File: src/rtl/mem_stage_sram_ctrl.sv
// Memory-stage data-memory controller: splits each 32-bit load/store into two
// 16-bit accesses to an asynchronous SRAM and freezes the pipeline meanwhile.
module mem_stage_sram_ctrl #(
  parameter int ADDR_BASE   = 1024,
  parameter int WAIT_CYCLES = 2,
  parameter int SRAM_AW     = 18
) (
  input  logic               clk,
  input  logic               rst,
  input  logic               rd_en,
  input  logic               wr_en,
  input  logic [31:0]        address,
  input  logic [31:0]        write_data,
  output logic [31:0]        read_data,
  output logic               ready,
  output logic [SRAM_AW-1:0] sram_addr,
  output logic               sram_we_n,
  output logic               sram_oe_n,
  output logic [15:0]        sram_dq_out,
  output logic               sram_dq_oe,
  input  logic [15:0]        sram_dq_in
);

  typedef enum logic [1:0] {IDLE, LOW, HIGH, DONE} state_t;

  localparam logic [31:0] BASE = 32'(ADDR_BASE);
  localparam logic [3:0]  LAST = 4'(WAIT_CYCLES - 1);

  state_t             state_q;
  logic [3:0]         cnt_q;
  logic               wr_op_q;
  logic [15:0]        hi_data_q;
  logic [31:0]        read_data_q;
  logic [SRAM_AW-1:0] sram_addr_q;
  logic               we_n_q;
  logic               oe_n_q;
  logic               dq_oe_q;
  logic [15:0]        dq_out_q;

  logic [31:0] offset;
  logic        last_cycle;
  logic        unused_offset_bits;

  // Halfword address is the byte offset shifted right by one with bit 0 cleared.
  assign offset             = address - BASE;
  assign last_cycle         = (cnt_q == LAST);
  assign unused_offset_bits = ^{offset[31:SRAM_AW+1], offset[1:0]};

  // NOTE: sequential state uses non-blocking assignments so every register
  // samples the values from before the edge, independent of statement order.
  always_ff @(posedge clk) begin
    if (rst) begin
      state_q     <= IDLE;
      cnt_q       <= '0;
      wr_op_q     <= 1'b0;
      hi_data_q   <= '0;
      read_data_q <= '0;
      sram_addr_q <= '0;
      we_n_q      <= 1'b1;
      oe_n_q      <= 1'b1;
      dq_oe_q     <= 1'b0;
      dq_out_q    <= '0;
    end else begin
      case (state_q)
        IDLE: begin
          if (wr_en || rd_en) begin
            state_q     <= LOW;
            cnt_q       <= '0;
            wr_op_q     <= wr_en;
            hi_data_q   <= write_data[31:16];
            sram_addr_q <= {offset[SRAM_AW:2], 1'b0};
            we_n_q      <= !wr_en;
            oe_n_q      <= wr_en;
            dq_oe_q     <= wr_en;
            dq_out_q    <= wr_en ? write_data[15:0] : 16'h0000;
          end
        end
        LOW: begin
          if (last_cycle) begin
            if (!wr_op_q) read_data_q[15:0] <= sram_dq_in;
            state_q        <= HIGH;
            cnt_q          <= '0;
            sram_addr_q[0] <= 1'b1;
            dq_out_q       <= wr_op_q ? hi_data_q : 16'h0000;
          end else begin
            cnt_q <= cnt_q + 4'd1;
          end
        end
        HIGH: begin
          if (last_cycle) begin
            if (!wr_op_q) read_data_q[31:16] <= sram_dq_in;
            state_q  <= DONE;
            cnt_q    <= '0;
            we_n_q   <= 1'b1;
            oe_n_q   <= 1'b1;
            dq_oe_q  <= 1'b0;
            dq_out_q <= '0;
          end else begin
            cnt_q <= cnt_q + 4'd1;
          end
        end
        default: state_q <= IDLE;  // DONE: requests still held are ignored
      endcase
    end
  end

  assign ready       = (state_q == IDLE && !rd_en && !wr_en) || (state_q == DONE);
  assign read_data   = read_data_q;
  assign sram_addr   = sram_addr_q;
  assign sram_we_n   = we_n_q;
  assign sram_oe_n   = oe_n_q;
  assign sram_dq_out = dq_out_q;
  assign sram_dq_oe  = dq_oe_q;

endmodule

File: config.mk
export PLATFORM = sky130hd
export DESIGN_NAME = mem_stage_sram_ctrl
export DESIGN_NICKNAME = d
export VERILOG_FILES = /design/src/rtl/mem_stage_sram_ctrl.sv
export SDC_FILE = /design/constraint.sdc
export NUM_CORES = 1
export LEC_CHECK = 0
export BUFFER_PORTS_ARGS = -buffer_cell sky130_fd_sc_hd__buf_2
export CAP_MARGIN = 20
export CORE_MARGIN = 5
export CORE_UTILIZATION = 53
export CTS_CLUSTER_SIZE = 30
export DETAILED_ROUTE_END_ITERATION = 12
export PLACE_DENSITY = 0.9
export SYNTH_ARGS = -nofsm -noshare
export SYNTH_HDL_FRONTEND = slang
export SYNTH_SLANG_ARGS = --single-unit
File: constraint.sdc
create_clock -name clk -period 3.2 [get_ports clk]
set_clock_uncertainty 0.2 [all_clocks]
set_input_delay 0.32 -clock clk [delete_from_list [all_inputs] [get_ports clk]]
set_output_delay 0.32 -clock clk [all_outputs]
set_load 0.05 [all_outputs]
==> flow_summary_export.csv, run 1 <==
group,metric,value,unit
sta,slew-limit-headroom,41.7,%
synth,synth.distinct_cells,44,
global_route,grt_remaining_overflow,0,
clocking,clock_pin_slew_on_the_worst_setup_and_hold_paths,90,ps
drt,number_of_drc_markers_after_the_initial_detailed_route_iteration,281,
layout,post_layout_instance_area,5350,um2
clocking,clock_path_buffers,2,
global_route,first_global_vias,3829,
floorplan,die-height,99.2,um
clocking,cts_setup_buffers,0,
synth,synth_largest_area_cell,"sky130_fd_sc_hd__dfxtp_1",
global_route,grt_first_pass_wirelength,18300,um
synth,synthesis.instances,480,
power_and_ir_drop,power_switching_share,42.6,%
drt,wire_per_inst,15.5,um
power_and_ir_drop,ir_drop,637,uV
layout,ratio_of_cells_with_drive_above_1_in_the_final_layout,30.5,%
sta,setup-violations-final,0,
placed_design,dp_hpwl,7740,um
synth,ys_seq_area_share,43.6,%
run,maxCapViolCount,0,
power_and_ir_drop,pwr_density_cell,809,nW/um2
clocking,cts_tree,"yes",
global_route,grt_antenna_before_repair,0,
synth,synth_top_flop_cell,"sky130_fd_sc_hd__dfxtp_1",
layout,diodes,0,
clocking,latest_clock_arrival_within_the_worst_skew_pair,360,ps
min_path,hold_path.class,"primary input to flip-flop",
critical_path,crit_type,"flip-flop to flip-flop",
power_and_ir_drop,combinational_cell_fraction_of_total_power,45.5,%
sta,worst-slew-pin-transition,874,ps
layout,area_delta_synth_final,26.7,%
sta,final_hold_viol_count,0,
sta,final_layout_setup_total_negative_slack,0,ps
sta,maximum_frequency_from_static_timing_analysis,403,MHz
drt,postRouteWirelength,11200,um
global_route,top_usage_layer,"met2",
clocking,cts-root-buf,"sky130_fd_sc_hd__clkbuf_8",
status,run_status,"finished clean",
sta,report.final.slew_viol_count,0,
sta,min_period_over_period,77.5,%
floorplan,floorplan.die.width,99.2,um
power_and_ir_drop,cell_internal_pwr,2.48,mW
clocking,cts.htree.levels,3,
floorplan,fp.dieArea,9850,um2
drt,drc_errors,0,
synth,edff_count_synth,0,
drt,antenna_left,0,
drt,num_vias,3935,
floorplan,top_level_ports,154,
drt,drt_pre_antenna_iters,4,
power_and_ir_drop,power_leakage,2.29,nW
global_route,global_routing_usage_on_met2,37.4,%
critical_path,crit_path_start_kind,"flip-flop",
synth,ys_ff_latch,92,
synth,synth.area.top_cells,"sky130_fd_sc_hd__dfxtp_1, sky130_fd_sc_hd__a21oi_1, sky130_fd_sc_hd__nand2b_1",
synth,post_synth_net_total,571,
sta,rsz0062_at_grt,"false",
global_route,gr-usage-met3,6.03,%
power_and_ir_drop,power.net_switching,1.84,mW
synth,ys_async_sr_fraction,0,%
global_route,global_route.usage.met1,28.1,%
critical_path,cp.arrival,2520,ps
synth,yosys_warnings,0,
placed_design,routability_congestion_estimate_from_global_placement,0.794,
power_and_ir_drop,power.share.sequential,34.2,%
synth,syn-mean-instance-area,8.79,um2
global_route,grt_max_degree,83,
floorplan,core,7730,um2
power_and_ir_drop,power.clock.fraction,20.3,%
clocking,cts_inserted_buffers,9,
critical_path,cp.required,3240,ps
layout,final_nets,706,
placed_design,dpl-instance-area,4920,um2
synth,synth.top_cell.area_share,43.6,%
global_route,track_usage,22.6,%
floorplan,initial_core_util,54.6,%
clocking,clk_sink_count,92,
critical_path,critical_path_peak_fanout,21,
floorplan,fp-row-count,32,
synth,synth.cell_area,4220,um2
sta,period_needed,2480,ps
synth,synth_top_cells_by_count,"sky130_fd_sc_hd__dfxtp_1, sky130_fd_sc_hd__a21oi_1, sky130_fd_sc_hd__nand2_1",
drt,vias_per_cell,5.45,
placed_design,port-buffer-count,138,
synth,synthMostInstantiatedCell,"sky130_fd_sc_hd__dfxtp_1",
critical_path,setup.worst_path.end_class,"flip-flop",
-- sequential cells by signal, indices dropped and copies added, names as in the netlist --
signal and count:
sram_oe_n 1, read_data 32, state_q 2, hi_data_q 16, wr_op_q 1, sram_dq_oe 1
sram_we_n 1, cnt_q 4, sram_dq_out 16, sram_addr 18
-- area by class of cell --
class,instances,area [um2]
Timing Repair Buffer,166,953
Inverter,7,26.3
Fill cell,560,2380
Clock inverter,6,95.1
Sequential cell,92,1840
Clock buffer,10,138
Tap cell,102,128
Multi-Input combinational cell,339,2170
-- cells in the final DEF (no fill, tap or decap), types with 2 or more instances in the layout --
master | netlist | final
sky130_fd_sc_hd__nand4_1 | 16 | 16
sky130_fd_sc_hd__dlygate4sd3_1 | 0 | 17
sky130_fd_sc_hd__a21oi_1 | 60 | 60
sky130_fd_sc_hd__buf_4 | 1 | 11
sky130_fd_sc_hd__o31a_1 | 2 | 2
sky130_fd_sc_hd__nand2b_1 | 39 | 39
sky130_fd_sc_hd__inv_6 | 0 | 2
sky130_fd_sc_hd__nor2b_1 | 18 | 18
sky130_fd_sc_hd__a311oi_1 | 5 | 5
sky130_fd_sc_hd__or3_1 | 3 | 3
sky130_fd_sc_hd__clkbuf_8 | 0 | 10
sky130_fd_sc_hd__or2_2 | 2 | 2
sky130_fd_sc_hd__nand3_1 | 19 | 19
sky130_fd_sc_hd__inv_1 | 7 | 7
sky130_fd_sc_hd__nand2_1 | 50 | 50
sky130_fd_sc_hd__nor3_1 | 2 | 2
sky130_fd_sc_hd__mux2i_1 | 17 | 17
sky130_fd_sc_hd__nor2_1 | 12 | 12
sky130_fd_sc_hd__clkinv_4 | 0 | 2
sky130_fd_sc_hd__mux2_2 | 7 | 7
sky130_fd_sc_hd__or4_1 | 4 | 4
sky130_fd_sc_hd__o21ai_0 | 23 | 23
sky130_fd_sc_hd__buf_2 | 2 | 137
sky130_fd_sc_hd__dfxtp_1 | 92 | 92
sky130_fd_sc_hd__mux2_4 | 10 | 10
sky130_fd_sc_hd__o31ai_1 | 3 | 3
sky130_fd_sc_hd__bufinv_16 | 0 | 2
sky130_fd_sc_hd__ha_1 | 7 | 7
sky130_fd_sc_hd__nand3b_1 | 17 | 17
sky130_fd_sc_hd__nor4_1 | 2 | 2
sky130_fd_sc_hd__a211oi_1 | 6 | 6
-- per-stage QoR --
step	hold slack (ps)	cells	utilization, %	total power [mW]	setup WS, ps
after floorplan	216	480	-	3.03	1100
after global placement	241	687	63.7	3.35	816
after detailed placement	247	687	63.7	3.40	760
after CTS	0.701	720	68.9	4.30	720
after global routing	2.61	722	69.2	4.58	617
final	12.7	722	69.2	4.33	719
-- kinds of logic after synthesis --
kind of cell / count (synthesis) / synth area share [%]
and+or+nand+nor: 192 / 25.4
xor gates and xnor gates: 2 / 0.415
muxes: 34 / 9.45
DFF: 92 / 43.6
adders and majority gates: 7 / 2.07
buffers and inverters: 49 / 5.25
AOI/OAI and AO/OA: 104 / 13.8
-- what timing repair did --
| action | CTS | global route |
|---|---|---|
| endpoints found under the hold margin | 17 | 0 |
| endpoints found under the setup margin | 0 | 0 |
| hold buffers | 17 | 0 |
| resized for setup | 0 | 0 |
-- power groups by stage --
stage	Combinational [mW]	Clock, mW	Sequential, mW
after floorplan	1.11	0	1.93
after global placement	1.86	0	1.48
after detailed placement	1.91	0	1.50
after CTS	1.93	0.898	1.47
after global routing	2.13	0.944	1.50
final	1.97	0.877	1.48
-- critical path, cell delays in order, from the launching register on --
cell                      delay [ps]
sky130_fd_sc_hd__dfxtp_1         410
sky130_fd_sc_hd__ha_1            180
sky130_fd_sc_hd__or3b_1          660
sky130_fd_sc_hd__a211o_1         360
sky130_fd_sc_hd__buf_4           220
sky130_fd_sc_hd__mux2_4          320
-- per-layer routing --
metal | vias up | wire (um)
met5 | - | 0
met4 | 0 | 197
met3 | 18 | 906
met2 | 141 | 5360
met1 | 1840 | 4740
li1 | 1936 | -
-- worst paths after layout --
kind	start	end	slack (ps)	cells past startpoint
worst min-delay path	write_data[27]	hi_data_q[11]	10	3
worst min register to register	hi_data_q[11]	hi_data_q[11]	260	2
worst max register to register	cnt_q[0]	sram_dq_out[7]	720	5
worst max-delay path	cnt_q[0]	sram_dq_out[7]	720	5
(Power assumes the default switching activity.)
==> run 2, diff against run 1 <==
Settings changed: ABC_AREA from default to 1, CORE_UTILIZATION 53 to 50, PLACE_DENSITY 0.9 to 0.86.
Clock period 3.2 ns to 2.6 ns, I/O delays scaled along.
==> run 2 against run 1 <==
Net effect: design area grew 4.1%; sequential share of layout area shrank 1.3 points; combinational power grew 71%.
==> flow_summary_export.csv, run 2 <==
group,metric,value,unit
status,run_status,"finished clean",
synth,edff_count_synth,0,
drt,wire_per_inst,14.2,um
power_and_ir_drop,cell_internal_pwr,3.27,mW
synth,synthesis.instances,594,
layout,area_delta_synth_final,31.9,%
critical_path,crit-reg2reg-launch,"state_q[0]",
sta,final_layout_setup_total_negative_slack,0,ps
layout,layout.area.seq,1840,um2
clocking,latest_clock_arrival_within_the_worst_skew_pair,350,ps
critical_path,r2r_slack,480,ps
critical_path,cp_cell_sequence,"inv_1 > ha_1 > nand2_4 > nand2_4 > inv_2 > nand2_1 > o21ai_0 > nor2_1",
critical_path,crit_type,"flip-flop to flip-flop",
floorplan,floorplan.die.width,102,um
layout,fillers,685,
power_and_ir_drop,ir_drop,831,uV
placed_design,routability_congestion_estimate_from_global_placement,0.894,
power_and_ir_drop,power.share.sequential,31.3,%
power_and_ir_drop,combinational_cell_fraction_of_total_power,52.3,%
placed_design,port-buffer-count,138,
sta,slew-limit-headroom,54.7,%
synth,synth_top_cells_by_count,"sky130_fd_sc_hd__nor2_1, sky130_fd_sc_hd__nand2_1, sky130_fd_sc_hd__dfxtp_1",
floorplan,fp-row-count,33,
min_path,whs_path_depth,5,
sta,setup-violations-final,0,
critical_path,cp.required,2650,ps
synth,ys_seq_area_share,43.6,%
layout,ratio_of_cells_with_drive_above_1_in_the_final_layout,24.7,%
critical_path,setup.worst_path.end_class,"flip-flop",
clocking,cts.hold.buffers_added,43,
clocking,cts.htree.levels,3,
drt,vias_per_cell,5.25,
clocking,clk_sink_count,92,
clocking,clock_pin_slew_on_the_worst_setup_and_hold_paths,90,ps
power_and_ir_drop,power_switching_share,49.3,%
drt,number_of_drc_markers_after_the_initial_detailed_route_iteration,397,
global_route,grt_max_degree,41,
clocking,cts_setup_buffers,0,
placed_design,dp_hpwl,7950,um
synth,ys_async_sr_fraction,0,%
min_path,min-delay-start,"address[16]",
sta,report.final.slew_viol_count,0,
floorplan,core,8220,um2
clocking,cts_tree,"yes",
layout,multiInputGateArea,2050,um2
synth,synth_largest_area_cell,"sky130_fd_sc_hd__dfxtp_1",
synth,synth.area.top_cells,"sky130_fd_sc_hd__dfxtp_1, sky130_fd_sc_hd__nor2_1, sky130_fd_sc_hd__nand2_1",
drt,drc_errors,0,
synth,synth.cell_area,4220,um2
sta,min_period_over_period,81.5,%
global_route,track_usage,23.7,%
synth,syn-mean-instance-area,7.10,um2
global_route,first_global_vias,4269,
critical_path,worst_path_most_repeated_cell,"sky130_fd_sc_hd__nand2_4",
synth,post_synth_net_total,685,
power_and_ir_drop,power.clock.fraction,16.4,%
critical_path,critical-path-top-delay-family,"buffers and inverters",
min_path,hold_path.class,"primary input to flip-flop",
clocking,cts_inserted_buffers,9,
drt,drt_pre_antenna_iters,5,
critical_path,critical-path-max-stage-delay,500,ps
synth,ys_ff_latch,92,
floorplan,die-height,102,um
sta,maximum_frequency_from_static_timing_analysis,472,MHz
critical_path,critical_path_peak_fanout,38,
clocking,ctsResizeCount,0,
critical_path,critical_path.slowest_cell,"sky130_fd_sc_hd__inv_2",
global_route,grt_remaining_overflow,0,
power_and_ir_drop,p_total,6.45,mW
placed_design,instance_count_after_placement_with_tap_cells_included,806,
layout,finalNonFillerCells,867,
global_route,grt_first_pass_wirelength,20000,um
global_route,grt_antenna_before_repair,0,
synth,synth_top_flop_cell,"sky130_fd_sc_hd__dfxtp_1",
floorplan,initial_core_util,51.4,%
sta,period_needed,2120,ps
critical_path,crit_path_start_kind,"flip-flop",
critical_path,timing.rr.end,"cnt_q[2]",
critical_path,cp.arrival,2160,ps
power_and_ir_drop,power.net_switching,3.18,mW
synth,synthMostInstantiatedCell,"sky130_fd_sc_hd__nor2_1",
synth,synth.distinct_cells,26,
power_and_ir_drop,power_leakage,2.62,nW
sta,rsz0062_at_grt,"false",
synth,yosys_warnings,0,
run,maxCapViolCount,0,
layout,layout.cells.most_common_list,"sky130_fd_sc_hd__nor2_1, sky130_fd_sc_hd__buf_2, sky130_fd_sc_hd__nand2_1",
critical_path,reg2reg_depth,8,
critical_path,worst-path-buf-inv,2,
power_and_ir_drop,pwr_density_cell,1160,nW/um2
critical_path,worst_setup_path_startpoint,"state_q[0]",
sta,final_hold_viol_count,0,
clocking,cts-root-buf,"sky130_fd_sc_hd__clkbuf_8",
drt,postRouteWirelength,12300,um
layout,number_of_flip_flops_in_the_largest_register,32,
floorplan,fp.dieArea,10400,um2
min_path,min_delay_worst_endpoint,"sram_addr[15]",
drt,num_vias,4555,
sta,worst-slew-pin-transition,679,ps
synth,synth.top_cell.area_share,43.6,%
floorplan,top_level_ports,154,
clocking,clock_path_buffers,2,
drt,antenna_left,0,
layout,final_nets,846,
## run 2: changes by cell type after synthesis, moves of 13 or more
cell and change:
sky130_fd_sc_hd__buf_2 +16, sky130_fd_sc_hd__nor2b_1 -18, sky130_fd_sc_hd__nand3b_1 -15, sky130_fd_sc_hd__inv_1 +18, sky130_fd_sc_hd__clkbuf_1 -15, sky130_fd_sc_hd__mux2i_1 -17, sky130_fd_sc_hd__nor2_1 +126, sky130_fd_sc_hd__nand4_1 +17
sky130_fd_sc_hd__nand2_1 +62, sky130_fd_sc_hd__o21ai_0 +13, sky130_fd_sc_hd__nand2b_1 -39
## run 2: worst reg2reg max path, stage by stage, from the launching register on
cell,delay [ps]
sky130_fd_sc_hd__dfxtp_1,390
sky130_fd_sc_hd__inv_1,80
sky130_fd_sc_hd__ha_1,300
sky130_fd_sc_hd__nand2_4,140
sky130_fd_sc_hd__nand2_4,70
sky130_fd_sc_hd__inv_2,500
sky130_fd_sc_hd__nand2_1,150
sky130_fd_sc_hd__o21ai_0,120
sky130_fd_sc_hd__nor2_1,60
## run 2: layout make-up
class	instances	area share, %
multi-input combinational	430	36.9
sequential	92	33.1
tap	105	2.36
clock buffer	10	2.29
inverter	30	2.02
timing repair buffer	192	21.6
clock inverter	6	1.69
antenna	2	0.0899
## run 2: cell families (layout without fill, tap and decap cells)
group / after synthesis / in the layout / share of synthesized area, %
other cells: 0 / 2 / 0
xor+xnor: 1 / 1 / 0.208
compound gates: 100 / 100 / 12.4
flops: 92 / 92 / 43.6
buf+inv: 72 / 238 / 7.74
fa+ha+maj: 7 / 7 / 2.08
simple gates: 322 / 322 / 33.9
## run 2: worst max-delay path by stage
stage                       to  slack [ps]  cells past startpoint
2_1_floorplan  sram_dq_out[12]         800                      9
3_3_place_gp          cnt_q[2]         600                      8
3_5_place_dp          cnt_q[2]         500                      8
4_1_cts               cnt_q[2]         480                      8
5_1_grt               cnt_q[2]         210                      8
6_report              cnt_q[2]         480                      8
## run 2: power groups by stage
stage | Clock [mW] | Sequential, mW | Combinational, mW
after floorplan | 0 | 2.95 | 1.72
after detailed placement | 0 | 2.04 | 3.27
after global routing | 1.15 | 2.06 | 3.68
after CTS | 1.08 | 2.01 | 3.34
after global placement | 0 | 2.02 | 3.20
final | 1.06 | 2.01 | 3.37
## run 2: stage by stage
step	setup WS (ps)	hold slack [ps]	util [%]	cell area [um2]
floorplan	798	150	-	4220
global placement	600	247	59.8	4910
detailed placement	499	250	59.8	4910
CTS	475	22.5	67.7	5560
global route	213	35.3	67.7	5560
finish	481	41.7	67.8	5570
## run 2: per-layer routing
layer / global-route usage [%] / up-vias / wire [um]
met3: 5.67 / 24 / 914
met5: 0 / - / 0
met4: 7.57 / 0 / 216
met2: 40.2 / 197 / 6130
met1: 30.0 / 2074 / 5060
li1: - / 2260 / -
